### src/rtl/fp_pkg.sv
// Shared types and constants for the FP adder mantissa add/normalize stage.
package fp_pkg;

  typedef enum logic [1:0] {
    StIdle,
    StAdd,
    StNorm,
    StOut
  } state_e;

  localparam logic [7:0]  EXP_MAX = 8'hFF;
  localparam logic [31:0] QNAN    = 32'h7FC00000;
  localparam int unsigned MANT_W  = 24;

  function automatic logic [31:0] pack_fp(input logic       sign,
                                          input logic [7:0]  exp,
                                          input logic [22:0] frac);
    return {sign, exp, frac};
  endfunction

endpackage

### src/rtl/fp_norm_shift.sv
// One normalization step: picks shift direction, next exponent and whether the
// result is final (normalized, zero, overflow or underflow).
module fp_norm_shift
  import fp_pkg::*;
#(
  parameter int unsigned MAX_LSHIFT = 24,
  parameter int unsigned CNT_W      = 5
) (
  input  logic [MANT_W:0]   mag_i,
  input  logic [7:0]        exp_i,
  input  logic              sign_i,
  input  logic [CNT_W-1:0]  cnt_i,
  output logic [MANT_W:0]   mag_o,
  output logic [7:0]        exp_o,
  output logic [CNT_W-1:0]  cnt_o,
  output logic              done_o,
  output logic [31:0]       result_o,
  output logic              ovf_o,
  output logic              unf_o,
  output logic              zero_o
);

  localparam logic [CNT_W-1:0] CntMax = CNT_W'(MAX_LSHIFT);

  logic [7:0] exp_inc;
  logic [7:0] exp_dec;

  assign exp_inc = exp_i + 8'd1;
  assign exp_dec = exp_i - 8'd1;

  always_comb begin
    mag_o    = mag_i;
    exp_o    = exp_i;
    cnt_o    = cnt_i;
    done_o   = 1'b0;
    result_o = '0;
    ovf_o    = 1'b0;
    unf_o    = 1'b0;
    zero_o   = 1'b0;
    if (mag_i == '0) begin
      done_o = 1'b1;
      zero_o = 1'b1;
    end else if (mag_i[MANT_W]) begin
      // Carry out: truncating right shift.
      mag_o = mag_i >> 1;
      exp_o = exp_inc;
      if (exp_inc == EXP_MAX) begin
        done_o   = 1'b1;
        ovf_o    = 1'b1;
        result_o = pack_fp(sign_i, EXP_MAX, 23'h0);
      end
    end else if (!mag_i[MANT_W-1]) begin
      if (exp_i <= 8'd1 || cnt_i >= CntMax) begin
        done_o   = 1'b1;
        unf_o    = 1'b1;
        result_o = {sign_i, 31'h0};
      end else begin
        mag_o = mag_i << 1;
        exp_o = exp_dec;
        cnt_o = cnt_i + 1'b1;
      end
    end else begin
      done_o   = 1'b1;
      result_o = pack_fp(sign_i, exp_i, mag_i[22:0]);
    end
  end

endmodule

### src/rtl/fp_mant_add_norm.sv
// Mantissa add/subtract with iterative normalization and IEEE-754 single packing.
// One operation in flight; valid/ready on both sides.
module fp_mant_add_norm
  import fp_pkg::*;
#(
  parameter int unsigned MAX_LSHIFT = 24
) (
  input  logic        clk,
  input  logic        rst_n,
  input  logic        in_valid,
  output logic        in_ready,
  input  logic [31:0] norm_l,
  input  logic [31:0] norm_s,
  input  logic        sign_l,
  input  logic        sign_s,
  input  logic [7:0]  exp_l,
  output logic [31:0] result,
  output logic        out_valid,
  input  logic        out_ready,
  output logic        ovf,
  output logic        unf,
  output logic        zero
);

  localparam int unsigned CntW = $clog2(MAX_LSHIFT + 1);

  state_e              state_q, state_d;
  logic [MANT_W-1:0]   l_q, l_d, s_q, s_d;
  logic                sl_q, sl_d, ss_q, ss_d;
  logic [MANT_W:0]     mag_q, mag_d;
  logic [7:0]          exp_q, exp_d;
  logic                sign_q, sign_d;
  logic [CntW-1:0]     cnt_q, cnt_d;
  logic [31:0]         result_q, result_d;
  logic                ovf_q, ovf_d, unf_q, unf_d, zero_q, zero_d;

  logic [MANT_W:0]     ns_mag;
  logic [7:0]          ns_exp;
  logic [CntW-1:0]     ns_cnt;
  logic                ns_done, ns_ovf, ns_unf, ns_zero;
  logic [31:0]         ns_result;

  logic                unused_hi;
  assign unused_hi = ^{norm_l[31:MANT_W], norm_s[31:MANT_W]};

  fp_norm_shift #(
    .MAX_LSHIFT(MAX_LSHIFT),
    .CNT_W     (CntW)
  ) u_norm_shift (
    .mag_i   (mag_q),
    .exp_i   (exp_q),
    .sign_i  (sign_q),
    .cnt_i   (cnt_q),
    .mag_o   (ns_mag),
    .exp_o   (ns_exp),
    .cnt_o   (ns_cnt),
    .done_o  (ns_done),
    .result_o(ns_result),
    .ovf_o   (ns_ovf),
    .unf_o   (ns_unf),
    .zero_o  (ns_zero)
  );

  always_comb begin
    state_d  = state_q;
    l_d      = l_q;
    s_d      = s_q;
    sl_d     = sl_q;
    ss_d     = ss_q;
    mag_d    = mag_q;
    exp_d    = exp_q;
    sign_d   = sign_q;
    cnt_d    = cnt_q;
    result_d = result_q;
    ovf_d    = ovf_q;
    unf_d    = unf_q;
    zero_d   = zero_q;
    unique case (state_q)
      StIdle: begin
        if (in_valid) begin
          l_d     = norm_l[MANT_W-1:0];
          s_d     = norm_s[MANT_W-1:0];
          sl_d    = sign_l;
          ss_d    = sign_s;
          exp_d   = exp_l;
          state_d = StAdd;
        end
      end
      StAdd: begin
        cnt_d = '0;
        if (exp_q == EXP_MAX) begin
          // Inf/NaN operands are unsupported; report a quiet NaN.
          result_d = QNAN;
          ovf_d    = 1'b1;
          unf_d    = 1'b0;
          zero_d   = 1'b0;
          state_d  = StOut;
        end else begin
          if (sl_q == ss_q) begin
            mag_d  = {1'b0, l_q} + {1'b0, s_q};
            sign_d = sl_q;
          end else if (l_q >= s_q) begin
            mag_d  = {1'b0, l_q} - {1'b0, s_q};
            sign_d = sl_q;
          end else begin
            mag_d  = {1'b0, s_q} - {1'b0, l_q};
            sign_d = ss_q;
          end
          state_d = StNorm;
        end
      end
      StNorm: begin
        mag_d = ns_mag;
        exp_d = ns_exp;
        cnt_d = ns_cnt;
        if (ns_done) begin
          result_d = ns_result;
          ovf_d    = ns_ovf;
          unf_d    = ns_unf;
          zero_d   = ns_zero;
          state_d  = StOut;
        end
      end
      StOut: begin
        if (out_ready) begin
          ovf_d   = 1'b0;
          unf_d   = 1'b0;
          zero_d  = 1'b0;
          state_d = StIdle;
        end
      end
      default: state_d = StIdle;
    endcase
  end

  always_ff @(posedge clk or negedge rst_n) begin
    if (!rst_n) begin
      state_q  <= StIdle;
      l_q      <= '0;
      s_q      <= '0;
      sl_q     <= 1'b0;
      ss_q     <= 1'b0;
      mag_q    <= '0;
      exp_q    <= '0;
      sign_q   <= 1'b0;
      cnt_q    <= '0;
      result_q <= '0;
      ovf_q    <= 1'b0;
      unf_q    <= 1'b0;
      zero_q   <= 1'b0;
    end else begin
      state_q  <= state_d;
      l_q      <= l_d;
      s_q      <= s_d;
      sl_q     <= sl_d;
      ss_q     <= ss_d;
      mag_q    <= mag_d;
      exp_q    <= exp_d;
      sign_q   <= sign_d;
      cnt_q    <= cnt_d;
      result_q <= result_d;
      ovf_q    <= ovf_d;
      unf_q    <= unf_d;
      zero_q   <= zero_d;
    end
  end

  assign in_ready  = (state_q == StIdle);
  assign out_valid = (state_q == StOut);
  assign result    = result_q;
  assign ovf       = ovf_q;
  assign unf       = unf_q;
  assign zero      = zero_q;

endmodule

### config.mk
export PLATFORM = sky130hd
export DESIGN_NAME = fp_mant_add_norm
export DESIGN_NICKNAME = d
export VERILOG_FILES = /design/src/rtl/fp_pkg.sv /design/src/rtl/fp_norm_shift.sv /design/src/rtl/fp_mant_add_norm.sv
export SDC_FILE = /design/constraint.sdc
export NUM_CORES = 1
export LEC_CHECK = 0
export ABC_AREA = 1
export BUFFER_PORTS_ARGS = -buffer_cell sky130_fd_sc_hd__buf_2
export CAP_MARGIN = 20
export CORE_UTILIZATION = 35
export DETAILED_ROUTE_END_ITERATION = 7
export GPL_ROUTABILITY_DRIVEN = 0
export HOLD_SLACK_MARGIN = 0.15
export PLACE_DENSITY = 0.63
export SLEW_MARGIN = 25
export SYNTH_ARGS = -nofsm -noshare
export SYNTH_HDL_FRONTEND = slang
export SYNTH_SLANG_ARGS = --single-unit
### constraint.sdc
create_clock -name clk -period 2.2 [get_ports clk]
set_clock_uncertainty 0.05 [all_clocks]
set_input_delay 0.44 -clock clk [delete_from_list [all_inputs] [get_ports clk]]
set_output_delay 0.44 -clock clk [all_outputs]
set_load 0.005 [all_outputs]
==> results.toml, run 1 <==
[run_status]
status = "finished with violations"
violations = "negative setup slack"

[flow_run]
max_cap_violations = 0

[synthesis]
synth_edf_count = 0
ys_types = 49
async_reset_ff_frac = 1.00
synth_top_cell_by_area = "dfrtp_1"
syn_area_um2 = 11700
ys_top_cells_by_count = "nand2_1, inv_1, nor2_1"
synth-seq-cells = 126
syn_area_per_cell_um2 = 6.41
yosysMostFrequentCell = "nand2_1"
yosys-top-cells-area = "dfrtp_1, nand2_1, inv_1"
synth_fp_nets = 1989
ys.flop_type = "dfrtp_1"
synth_top_area_frac = 0.270
syn_inst = 1824
yosysWarnings = 0
ys_seq_area_frac = 0.270

[routing]
avgViaCountPerCell = 4.91
drt_wl_total_um = 38700
post-route-drc-count = 0
dr_total_vias = 13000
wl_per_cell_um = 14.7
drt_first_pass_iters = 6
drtIter0Drc = 1360
drtAntennaViolNets = 0

[worst_setup_path]
worstPathRequired_ps = 2480
critPathArrivalTime_ps = 2710
crit_path_start_kind = "flip-flop"
r2r-start = "l_q[3]$_DFFE_PN0P_"
crit_type = "flip-flop to flip-flop"
reg2reg_slack_ps = -230
cp-startpoint = "l_q[3]$_DFFE_PN0P_"
crit_path_end_kind = "flip-flop"
crit_fanout = 13

[floorplan]
initial_core_util = 0.358
pin_count = 115
die_height_um = 185
die_w_um = 185
core_area_um2 = 32700
die_area_um2 = 34100
num_rows = 66

[sta]
setup_ws_ps = -230
rsz0062_at_grt = "yes"
final.min_clock_period_ps = 2430
relSlewSlack = 0.613
hold_viol = 0
max_freq_mhz = 412
worst_pin_slew_ps = 580
timing.final.crit_share = 1.10
setup-tns-final_ps = -4480
setup_violations = 48
slew_viol_final = 0

[global_routing]
grt_pass1_vias = 12300
grt_usage = 0.224
grt_max_degree = 97
grt_pass1_wl_um = 60300
grt_overflow = 0
grt_antenna_before_repair = 0

[cells_and_area]
layout.nets = 2348
fillers = 3191
area_growth_pct = 42.5
antenna_cells = 0
drive_above_1_share = 0.330

[place]
portBuffers = 98
dp_hpwl_um = 28900

[clocking]
clockRootBuffer = "clkbuf_16"
cts_tree = "done"
cts_buffers = 17
clk_pin_slew_worst_paths_ps = 70
cts_sinks = 126
clock_path_buffers = 2
htree_levels = 4
clkLatencyLatePin_ps = 450

[min_path]
min-delay-start = "norm_l[2]"
hold_class = "primary input to flip-flop"
## flip-flops by register name, indices dropped and copies added, names as in the netlist, 2 cells and up
name and cells:
cnt_q 5, s_q 24, exp_q 8, state_q 2
l_q 24, mag_q 25, result 32
## area by class of cell
class	count	area, µm²	share of cell area
Multi-Input combinational cell	1330	8040	0.483
Clock inverter	15	149	0.00893
Inverter	302	1140	0.0684
Clock buffer	17	425	0.0255
Sequential cell	126	3160	0.189
Timing Repair Buffer	406	3200	0.192
Tap cell	442	553	0.0332
## metal layers
| layer | track usage | vias up | share of wire |
|---|---|---|---|
| met3 | 0.0336 | 84 | 0.068 |
| met4 | 0.0744 | 0 | 0.027 |
| li1 | - | 6485 | - |
| met2 | 0.374 | 476 | 0.47 |
| met1 | 0.293 | 5906 | 0.43 |
| met5 | 0 | - | 0 |
## per-stage QoR
step / hold WS [ps] / cell area (µm²) / worst slack [ps] / util / cells
finish: 189 / 16700 / -230 / 0.510 / 2638
global route: 182 / 16700 / -329 / 0.510 / 2638
CTS: 172 / 15900 / -118 / 0.487 / 2613
detailed placement: 254 / 14500 / -257 / 0.442 / 2556
global placement: 253 / 14500 / -240 / 0.442 / 2556
floorplan: 94.4 / 11700 / 39.1 / - / 1824
## worst max-delay path, cell delays in order, from the launching register on
cell      delay (ps)
dfrtp_1          400
inv_2             90
ha_4             220
buf_6            120
nand2_4           70
nor2_4            40
nand4_1          180
nor2_2            90
nor2_4           120
nand3_4          170
buf_16           210
o211ai_1         280
nand2_1          130
nand2_1           80
a21oi_1           50
## logic make-up after synthesis
group / after synthesis / share of synthesized area
adder cells (fa/ha/maj): 87 / 0.0950
XOR/XNOR: 29 / 0.0217
multiplexers: 2 / 0.00193
buffers and inverters: 368 / 0.127
AND/OR/NAND/NOR: 936 / 0.341
AO/OA/AOI/OAI: 276 / 0.144
flip-flops: 126 / 0.270
## layout by cell type (no fill, tap or decap), types with 23 or more instances in the layout
| cell | synthesis | routed |
|---|---|---|
| xor2_1 | 24 | 23 |
| nand3_1 | 138 | 111 |
| o21ai_0 | 46 | 39 |
| buf_2 | 27 | 98 |
| nand2_4 | 1 | 26 |
| o21ai_2 | 32 | 38 |
| nand4_1 | 31 | 31 |
| dfrtp_1 | 126 | 124 |
| buf_4 | 8 | 262 |
| buf_6 | 6 | 24 |
| ha_4 | 0 | 27 |
| nand2_1 | 538 | 473 |
| inv_1 | 292 | 263 |
| nand3_2 | 3 | 24 |
| clkbuf_16 | 0 | 23 |
| nor2_1 | 171 | 156 |
| a21oi_1 | 110 | 100 |
| inv_2 | 9 | 36 |
| nand2_2 | 29 | 69 |
| o22ai_1 | 25 | 25 |
| ha_1 | 84 | 47 |
## worst paths after layout
path                       cells after the start                     end
max                                           14    mag_q[8]$_DFFE_PN0P_
min                                            3      l_q[2]$_DFFE_PN0P_
max reg2reg                                   14    mag_q[8]$_DFFE_PN0P_
min reg2reg                                    2  result[27]$_DFFE_PN0P_
max in group asynchronous                      3     s_q[14]$_DFFE_PN0P_
min in group asynchronous                      2      l_q[0]$_DFFE_PN0P_
## repair_timing
item                       CTS  global route
hold endpoints to repair    94             0
pin swaps                   50            40
gates cloned                 2             9
hold buffers                 1             0
setup buffers               24            16
resized for setup          160           119
setup endpoints to repair   47            71
Power of run 1 is not shown: default switching activity piles up to over one toggle a cycle in this logic, so the estimate is an artifact.
==> inputs of run 2 (changes only) <==
--- a/config.mk
+++ b/config.mk
@@ -13,6 +13,7 @@
 export GPL_ROUTABILITY_DRIVEN = 0
 export HOLD_SLACK_MARGIN = 0.15
 export PLACE_DENSITY = 0.63
+export SETUP_SLACK_MARGIN = 0.1
 export SLEW_MARGIN = 25
 export SYNTH_ARGS = -nofsm -noshare
 export SYNTH_HDL_FRONTEND = slang
==> results.toml, run 2 (synthesis results as in run 1) <==
[global_routing]
grt_antenna_before_repair = 0
grt_max_degree = 85
grt_overflow = 0
grt_pass1_vias = 13000
grt_pass1_wl_um = 62600
grt_usage = 0.232

[floorplan]
die_height_um = 185
num_rows = 66
pin_count = 115
die_area_um2 = 34100
core_area_um2 = 32700
die_w_um = 185
initial_core_util = 0.358

[routing]
drtIter0Drc = 937
post-route-drc-count = 0
dr_total_vias = 13300
drt_first_pass_iters = 5
drtAntennaViolNets = 0
avgViaCountPerCell = 4.99
wl_per_cell_um = 15.0
drt_wl_total_um = 39900

[cells_and_area]
final_cell_mix = "nand2_1, buf_4, inv_1"
antenna_cells = 0
area_growth_pct = 49.5
layout.nets = 2377
final_common_cell = "nand2_1"
largest_register_ffs = 32
fin_util = 0.535
drive_above_1_share = 0.377

[place]
portBuffers = 98
dp_hpwl_um = 28700

[clocking]
htree_levels = 4
clk_pin_slew_worst_paths_ps = 70
clockRootBuffer = "clkbuf_16"
cts_sinks = 126
clock_path_buffers = 2
clkLatencyLatePin_ps = 440
cts_buffers = 17
cts_tree = "done"

[flow_run]
max_cap_violations = 0

[sta]
worst_pin_slew_ps = 595
final.min_clock_period_ps = 2390
setup_violations = 40
relSlewSlack = 0.603
hold_viol = 0
setup_ws_ps = -185
slew_viol_final = 0
rsz0062_at_grt = "yes"
max_freq_mhz = 419
timing.final.crit_share = 1.08
whs_ps = 191
setup-tns-final_ps = -3160

[worst_setup_path]
crit_path_start_kind = "flip-flop"
worstRegToRegCells = 15
crit_type = "flip-flop to flip-flop"
r2r_end = "mag_q[9]$_DFFE_PN0P_"
r2r-start = "s_q[2]$_DFFE_PN0P_"
worstPathRequired_ps = 2510
crit_fanout = 6
crit_end = "mag_q[9]$_DFFE_PN0P_"
cp-startpoint = "s_q[2]$_DFFE_PN0P_"
critPathArrivalTime_ps = 2690
crit_path_end_kind = "flip-flop"
reg2reg_slack_ps = -190

[run_status]
status = "finished with violations"
violations = "negative setup slack"

[min_path]
hold_class = "primary input to flip-flop"
-- run 2: cell count changes in the layout (fill, tap and decap cells not counted), sizes merged --
cell	change
buf	+35
clkbuf	-3
clkinv	-2
inv	-9
bufinv	+6
-- run 2: routing by layer --
layer | up-vias | routed length, µm | track usage
met1 | 6174 | 17000 | 0.291
met4 | 0 | 1230 | 0.0879
li1 | 6565 | - | -
met2 | 456 | 19000 | 0.397
met5 | - | 0 | 0
met3 | 93 | 2680 | 0.0393
-- run 2: timing repair --
| item | 4_1_cts | 5_1_grt |
|---|---|---|
| setup buffers | 50 | 14 |
| hold buffers | 1 | 0 |
| endpoints found under the hold margin | 126 | 0 |
| endpoints found under the setup margin | 64 | 76 |
| cloned | 9 | 1 |
| pin swaps | 94 | 50 |
| gates resized for setup | 310 | 122 |
-- run 2: worst max-delay path, cell delays in order, from the launching register on --
cell      delay (ps)
dfrtp_1          420
ha_4             330
nand2_4           70
nor2_4           120
nand4_1          230
inv_1            130
nand2_2           80
nand3_4           70
nor2_4            50
buf_6            110
buf_6            130
nand3_1           70
nand3_1           90
nand2_1          140
nand2_1           70
a21boi_1         120
-- run 2: cell type report --
cell class | instances | area (µm²)
inverter | 302 | 1140
clock inverter | 10 | 235
timing repair buffer | 435 | 3420
tap | 442 | 553
multi-input combinational | 1330 | 8530
sequential | 126 | 3160
fill | 3092 | 15200
clock buffer | 20 | 457
-- run 2: worst min path at each step --
stage,slack (ps),from,cells after the start,to
after floorplan,90,rst_n,0,cnt_q[0]$_DFFE_PN0P_
after global placement,230,rst_n,1,result[5]$_DFFE_PN0P_
after detailed placement,230,rst_n,1,result[6]$_DFFE_PN0P_
after CTS,190,norm_s[0],3,s_q[0]$_DFFE_PN0P_
after global routing,190,sign_l,2,sl_q$_DFFE_PN0P_
final,190,norm_s[0],3,s_q[0]$_DFFE_PN0P_
-- run 2: metrics by stage --
stage / cells / setup WS, ps / instance area (µm²)
6_report: 2665 / -185 / 17500
5_1_grt: 2665 / -261 / 17500
4_1_cts: 2651 / -132 / 17000
3_5_place_dp: 2561 / -303 / 14500
3_3_place_gp: 2561 / -249 / 14500
2_1_floorplan: 1824 / 100 / 11700
Power of run 2 is left out for the same reason.
==> inputs of run 3 (changes only) <==
--- a/config.mk
+++ b/config.mk
@@ -14,6 +14,7 @@
 export HOLD_SLACK_MARGIN = 0.15
 export PLACE_DENSITY = 0.63
 export SETUP_SLACK_MARGIN = 0.1
+export SKIP_CTS_REPAIR_TIMING = 1
 export SLEW_MARGIN = 25
 export SYNTH_ARGS = -nofsm -noshare
 export SYNTH_HDL_FRONTEND = slang
==> results.toml, run 3 (synthesis results as in run 1) <==
[clocking]
htree_levels = 4
clk_pin_slew_worst_paths_ps = 70
clkLatencyLatePin_ps = 440
clockRootBuffer = "clkbuf_16"
cts_buffers = 17
clock_path_buffers = 2
cts_sinks = 126
cts_tree = "done"

[cells_and_area]
largest_register_ffs = 32
multi_input_comb_area_um2 = 8170
finalNonFillerCells = 2630
final_common_cell = "nand2_1"
area_growth_pct = 43.3
seq_area_um2 = 3150
drive_above_1_share = 0.337
antenna_cells = 0
layout.nets = 2342
final_cell_mix = "nand2_1, buf_4, inv_1"
fin_util = 0.512
fillers = 3204

[global_routing]
grt_pass1_vias = 12200
grt_usage = 0.216
grt_pass1_wl_um = 58200
grt_overflow = 0
grt_antenna_before_repair = 0
grt_max_degree = 85

[sta]
max_freq_mhz = 418
relSlewSlack = 0.591
worst_pin_slew_ps = 613
slew_viol_final = 0
final.min_clock_period_ps = 2390
setup_ws_ps = -193
setup_violations = 60
rsz0062_at_grt = "yes"
hold_viol = 0
timing.final.crit_share = 1.09

[routing]
drtAntennaViolNets = 0
drt_wl_total_um = 38900
dr_total_vias = 13200
post-route-drc-count = 0
drt_first_pass_iters = 5
avgViaCountPerCell = 5.01
drtIter0Drc = 936
wl_per_cell_um = 14.8

[floorplan]
die_w_um = 185
core_area_um2 = 32700
initial_core_util = 0.358
die_height_um = 185
pin_count = 115
num_rows = 66
die_area_um2 = 34100

[worst_setup_path]
crit_fanout = 7
critPathArrivalTime_ps = 2700
critical-path-max-stage-delay_ps = 390
r2r-start = "s_q[3]$_DFFE_PN0P_"
cp.depth = 16
crit_family = "simple AND/OR/NAND/NOR gates"
crit_path_end_kind = "flip-flop"
r2r_end = "mag_q[9]$_DFFE_PN0P_"
slowest_stage = "dfrtp_1"
crit_path_start_kind = "flip-flop"
worstRegToRegCells = 16
crit_type = "flip-flop to flip-flop"
worst-path-buf-inv = 4
cp-startpoint = "s_q[3]$_DFFE_PN0P_"
reg2reg_slack_ps = -190
worstPathRequired_ps = 2510
cp_cell_sequence = "buf_6 > ha_4 > nand2_4 > nor2_4 > nand4_1 > inv_1 > nand2_1 > nand3_2 > nor2_4 > buf_6 > buf_6 > nand3_1 > nand3_1 > nand2_1 > nand2_1 > a21boi_1"
crit_end = "mag_q[9]$_DFFE_PN0P_"

[place]
portBuffers = 98
dp_cells = 2561
dp_hpwl_um = 28700

[min_path]
hold_class = "primary input to flip-flop"
hold_depth = 3

[run_status]
status = "finished with violations"
violations = "negative setup slack"

[flow_run]
max_cap_violations = 0
==> run 3: cell types whose count changed in the layout (fill, tap and decap cells not counted), moves of 6 or more <==
cell,previous run,this run
buf_4,287,263
nand2_1,440,462
nand2_2,79,67
buf_6,30,20
nand2_4,49,39
nand3_1,103,113
ha_1,37,46
ha_4,30,23
inv_1,253,260
nor2_1,142,149
buf_16,6,0
==> run 3: stage by stage <==
stage / area (µm²) / hold WS (ps) / TNS, ps / setup WS [ps]
finish: 16800 / 191 / -6450 / -193
floorplan: 11700 / 94.4 / 0 / 100
detailed placement: 14500 / 228 / -4130 / -303
global placement: 14500 / 232 / -3320 / -249
global route: 16800 / 190 / -11780 / -313
CTS: 15200 / -227 / -5110 / -329
==> run 3: tightest hold or removal path, delay by kind of cell <==
kind,cells,cell delay [ps]
compound gates,1,100
buf+inv,1,70
simple gates,1,30
==> run 3: layer usage <==
layer / vias up / GRT usage / part of all wire
met4: 0 / 0.0774 / 0.028
met3: 83 / 0.0383 / 0.067
li1: 6492 / - / -
met5: - / 0 / 0
met1: 6132 / 0.281 / 0.43
met2: 461 / 0.357 / 0.47
==> run 3: worst min-delay path by stage <==
stage	slack, ps	to	startpoint
6_report	190	s_q[0]$_DFFE_PN0P_	norm_s[0]
5_1_grt	190	sl_q$_DFFE_PN0P_	sign_l
4_1_cts	-230	result[2]$_DFFE_PN0P_	rst_n
3_5_place_dp	230	result[6]$_DFFE_PN0P_	rst_n
3_3_place_gp	230	result[5]$_DFFE_PN0P_	rst_n
2_1_floorplan	90	cnt_q[0]$_DFFE_PN0P_	rst_n
==> run 3: final cells by class <==
cell class              count  area share
multi-input cells        1331       0.487
flip-flops and latches    126       0.188
repair buffers            399       0.182
inverters                 302      0.0677
well taps                 442      0.0330
clock buffers              20      0.0273
clock inverters            10      0.0140
Power of run 3 is left out for the same reason.
